==> config.mk <==
export PLATFORM = sky130hd
export DESIGN_NAME = forward_history_unit
export DESIGN_NICKNAME = d
export VERILOG_FILES = /design/src/rtl/forward_history_unit.sv
export SDC_FILE = /design/constraint.sdc
export NUM_CORES = 1
export LEC_CHECK = 0
export BUFFER_PORTS_ARGS = -buffer_cell sky130_fd_sc_hd__buf_2
export CAP_MARGIN = 0
export CORE_MARGIN = 2
export CORE_UTILIZATION = 50
export CTS_CLUSTER_SIZE = 12
export DETAILED_ROUTE_END_ITERATION = 10
export PLACE_DENSITY = 0.8
export SYNTH_ARGS = -nofsm -noshare
export SYNTH_HDL_FRONTEND = slang
export SYNTH_SLANG_ARGS = --single-unit
==> constraint.sdc <==
create_clock -name clk -period 2.1 [get_ports clk]
set_clock_uncertainty 0.05 [all_clocks]
set_input_delay 0.21 -clock clk [delete_from_list [all_inputs] [get_ports clk]]
set_output_delay 0.21 -clock clk [all_outputs]
set_load 0.01 [all_outputs]
==> src/rtl/forward_history_unit.sv <==
// Purpose: two-deep history of in-flight results (MEM = oneAway, WB = Btb) feeding the jump/branch operand mux.
// Latency: slots update on the clock edge; the select, hazard and load_stall outputs are combinational from slot state and src_reg.
// Backpressure: stall holds both slots; flush still kills the slot1 capture. A load hit in slot1 raises load_stall until the load moves on.
//
// Ports:
//   clk, rst_n                 clock, async active-low reset
//   stall, flush               pipeline hold / kill of the EX instruction
//   ex_valid/ex_wr_en/ex_wide/ex_is_load/ex_dst/ex_result  EX-stage instruction being captured into slot1
//   mem_rdata                  load data returned in MEM, folded into slot2 as a load advances
//   rd_en, src_reg             decode-stage read of the jump/branch operand
//   oneAway, Btb               slot1 / slot2 result views
//   hazard, ForwardToMux4      forward request and select code for the operand mux
//   load_stall                 load-use stall request to IF/ID
module forward_history_unit #(
  parameter int DATA_W = 16,
  parameter int REG_AW = 4,
  parameter int HI_REG = 15
) (
  input  logic                  clk,
  input  logic                  rst_n,
  input  logic                  stall,
  input  logic                  flush,
  input  logic                  ex_valid,
  input  logic                  ex_wr_en,
  input  logic                  ex_wide,
  input  logic                  ex_is_load,
  input  logic [REG_AW-1:0]     ex_dst,
  input  logic [2*DATA_W-1:0]   ex_result,
  input  logic [DATA_W-1:0]     mem_rdata,
  input  logic                  rd_en,
  input  logic [REG_AW-1:0]     src_reg,
  output logic [2*DATA_W-1:0]   oneAway,
  output logic [2*DATA_W-1:0]   Btb,
  output logic                  hazard,
  output logic [2:0]            ForwardToMux4,
  output logic                  load_stall
);

  localparam logic [REG_AW-1:0] HI_IDX = REG_AW'(HI_REG);

  // slot1 still needs is_load; by the time an entry reaches slot2 its load
  // data has been substituted, so slot2 carries no is_load flag.
  typedef struct packed {
    logic                valid;
    logic                wr_en;
    logic                wide;
    logic                is_load;
    logic [REG_AW-1:0]   dst;
    logic [2*DATA_W-1:0] data;
  } slot1_t;

  typedef struct packed {
    logic                valid;
    logic                wr_en;
    logic                wide;
    logic [REG_AW-1:0]   dst;
    logic [2*DATA_W-1:0] data;
  } slot2_t;

  slot1_t s1;
  slot2_t s2;

  always_ff @(posedge clk or negedge rst_n) begin
    if (!rst_n) begin
      s1 <= '0;
      s2 <= '0;
    end else if (stall) begin
      // flush wins over stall for slot1 only: the EX kill must not be lost
      // while the pipe is held.
      if (flush) begin
        s1.valid <= 1'b0;
      end
    end else begin
      s2.valid <= s1.valid;
      s2.wr_en <= s1.wr_en;
      s2.wide  <= s1.wide;
      s2.dst   <= s1.dst;
      s2.data  <= s1.is_load ? {{DATA_W{1'b0}}, mem_rdata} : s1.data;
      if (ex_valid && !flush) begin
        s1.valid   <= 1'b1;
        s1.wr_en   <= ex_wr_en;
        s1.wide    <= ex_wide;
        s1.is_load <= ex_is_load;
        s1.dst     <= ex_dst;
        s1.data    <= ex_result;
      end else begin
        s1 <= '0;
      end
    end
  end

  assign oneAway = s1.data;
  assign Btb     = s2.data;

  logic lo1, hi1, lo2, hi2;

  assign lo1 = s1.valid & s1.wr_en & (s1.dst == src_reg);
  assign hi1 = s1.valid & s1.wide  & (src_reg == HI_IDX);
  assign lo2 = s2.valid & s2.wr_en & (s2.dst == src_reg);
  assign hi2 = s2.valid & s2.wide  & (src_reg == HI_IDX);

  // Newer slot beats older; within a slot the upper half beats the lower,
  // so a wide op targeting HI_REG resolves to its upper half.
  always_comb begin
    ForwardToMux4 = 3'b000;
    load_stall    = 1'b0;
    if (rd_en) begin
      if ((lo1 | hi1) & s1.is_load) begin
        load_stall = 1'b1;
      end else if (hi1) begin
        ForwardToMux4 = 3'b100;
      end else if (lo1) begin
        ForwardToMux4 = 3'b011;
      end else if (hi2) begin
        ForwardToMux4 = 3'b010;
      end else if (lo2) begin
        ForwardToMux4 = 3'b001;
      end
    end
  end

  assign hazard = |ForwardToMux4;

endmodule

==> results.yml <==
status:
  outcome: "finished with violations"
  violations: "negative setup slack"
global_route:
  grt_use_total: 0.188
  antenna_found_initial: 0
  grt_pass1_wl_mm: 12.5
  gr-total-overflow: 0
  grt_max_degree: 112
  grt_pass1_vias: 2590
logic_synthesis:
  synthArstFlopShare: 1.00
  syn-num-nets: 412
  synthCells: 347
  synth_top_area_frac: 0.528
  ys_seq_area_frac: 0.528
  synth_cell_types: 38
  syn_avg_cell_area_um2: 10.8
  ys.flop_type: "dfrtp_1"
  ys_top_cells_by_area: "dfrtp_1 (53%), buf_4 (13%), a22o_1 (8.9%), nand2_1 (4.9%), mux2i_1 (4.3%)"
  ys_ff_latch: 79
  yosysTopAreaCell: "dfrtp_1"
  syn-cell-area_um2: 3740
  synth_edf_count: 0
  ys_warn_count: 0
clock_network:
  clk_pin_slew_ns: 0.07
  cts_tree: "done"
  numCtsBuffers: 9
  cts_buffer_depth: 2
  root_buffer: "clkbuf_8"
  cts_max_level: 3
  clock_sinks: 79
  clock_latency_ns: 0.33
sta:
  grt_setup_unrepaired: "true"
  slew_viol_final: 0
  setup_tns_ns: -0.265
  worst_slack_ns: -0.127
  hold_viol_final: 0
  min_period_over_period: 1.06
  period_needed_ns: 2.23
  slew_headroom: 0.354
  setup_viol: 3
  max_slew.worst_pin.slew_ns: 0.967
  fmax_ghz: 0.449
min_path:
  min_path_type: "in -> reg"
  min_from: "flush"
cells_and_area:
  syn2layout_area_growth_pct: 14.9
  antenna_cells: 0
  layout_common_cells: "buf_2 (131), dfrtp_1 (79), nand2_1 (49)"
  layout_commonest_cell: "buf_2"
  fillers: 625
  final_area_um2: 4300
  nets: 479
  layout-drive-gt1-share: 0.397
drt:
  wl_mm: 7.57
  drt_iter0_drc: 125
  firstDrtPassIters: 4
  wire_per_inst_um: 14.6
  vias_per_cell: 5.12
  drc: 0
  vias: 2649
  ant_nets: 0
placed_design:
  hpwl_mm: 5.21
  place.gp.congestion: 0.754
  pre_cts_slack_ns: 0.136
  io_buffers: 133
  dpl_cell_area_um2: 4030
floorplanning:
  core_um2: 7250
  die_height_um: 90.5
  dieArea_um2: 8190
  placementRows: 31
  io_pins: 134
  start_util: 0.516
  die_x_um: 90.5
pwr:
  power.density_nw_per_um2: 778
  cellLeakagePower_nw: 2.24
  power.total_w: 0.00334
  peakVddDrop_v: 0.000433
worst_setup_path:
  cp_data_required_time_ns: 1.84
  critPathCaptureType: "output pin"
  crit_type: "reg -> out"
  critPathLaunch: "s1[35]"
  cp_data_arrival_time_ns: 1.97
  r2r-start: "s1[36]"
  startpoint_type: "flop"
  critPathMaxFanout: 4
flow_run:
  drv_cap: 0
==> kinds of logic (layout without fill, tap and decap cells) <==
| kind of cell | count (synthesis) | in the layout | share of synthesized area |
|---|---|---|---|
| xor+xnor | 5 | 5 | 0.0117 |
| flops | 79 | 79 | 0.528 |
| compound gates | 80 | 80 | 0.153 |
| simple gates | 73 | 73 | 0.0906 |
| mux | 23 | 23 | 0.0639 |
| buf+inv | 87 | 158 | 0.152 |
==> repair_timing <==
item / CTS / global route
setup endpoints to repair: 4 / 4
hold buffers: 1 / 0
pin swaps: 4 / 1
endpoints found under the hold margin: 17 / 0
resized for setup: 4 / 0
setup buffers: 3 / 0
==> worst max-delay path, stage by stage (launching register included) <==
cell,delay (ns)
dfrtp_1,0.39
nor2b_4,0.13
or4_4,0.51
o31a_1,0.29
a31oi_1,0.17
buf_2,0.16
==> report_power, final <==
group	internal, W	switching [W]	total, W
sequential	0.00162	0.0000715	0.00170
clock	0.000693	0.000506	0.00120
combinational	0.000207	0.000244	0.000452
total	0.00252	0.000822	0.00334
==> cell type report <==
type | instances | area, µm² | share of cell area
Multi-Input combinational cell | 181 | 1220 | 0.285
Tap cell | 99 | 124 | 0.0288
Clock inverter | 4 | 70.1 | 0.0163
Clock buffer | 11 | 141 | 0.0329
Sequential cell | 79 | 1980 | 0.460
Inverter | 3 | 11.3 | 0.00262
Timing Repair Buffer | 140 | 751 | 0.175
==> layer usage <==
metal  share of wire  up-vias  track usage
met5               0        -            0
met4           0.014        0       0.0718
met3           0.057        9       0.0501
met2            0.46       92        0.285
met1            0.47     1264        0.259
li1                -     1284            -
==> state kept, by name, summed over array words and instances, names as in the netlist <==
register  flops
oneAway      32
Btb          32
s1            8
s2            7
==> per-stage QoR <==
step           instances  hold slack [ns]  utilization
2_1_floorplan        347           -0.136            -
3_3_place_gp         498           0.0449        0.556
3_5_place_dp         498           0.0500        0.556
4_1_cts              517           0.0161        0.593
5_1_grt              517           0.0199        0.593
6_report             517           0.0356        0.593
==> path summary, 6_finish.rpt <==
| path | slack [ns] | cells after the start | endpoint |
|---|---|---|---|
| min in group asynchronous | 0.23 | 2 | Btb[28] |
| max in group asynchronous | 1.16 | 3 | Btb[15] |
| worst min register to register | 0.43 | 2 | Btb[18] |
| worst max-delay path | -0.13 | 5 | hazard |
| worst max register to register | 0.71 | 3 | Btb[14] |
| worst min-delay path | 0.04 | 2 | s1[39] |
==> synthesized netlist by cell type (all sizes together), types with 2 or more instances <==
master  count
nand2b      3
clkbuf     14
nor2b       3
mux2        7
xor2        3
dfrtp      79
nor4        2
a22o       39
nand4       2
buf        70
mux2i      16
o21ai      32
a31oi       2
nor3        4
xnor2       2
inv         3
nand3       4
nand2      50
(Power assumes the default switching activity.)
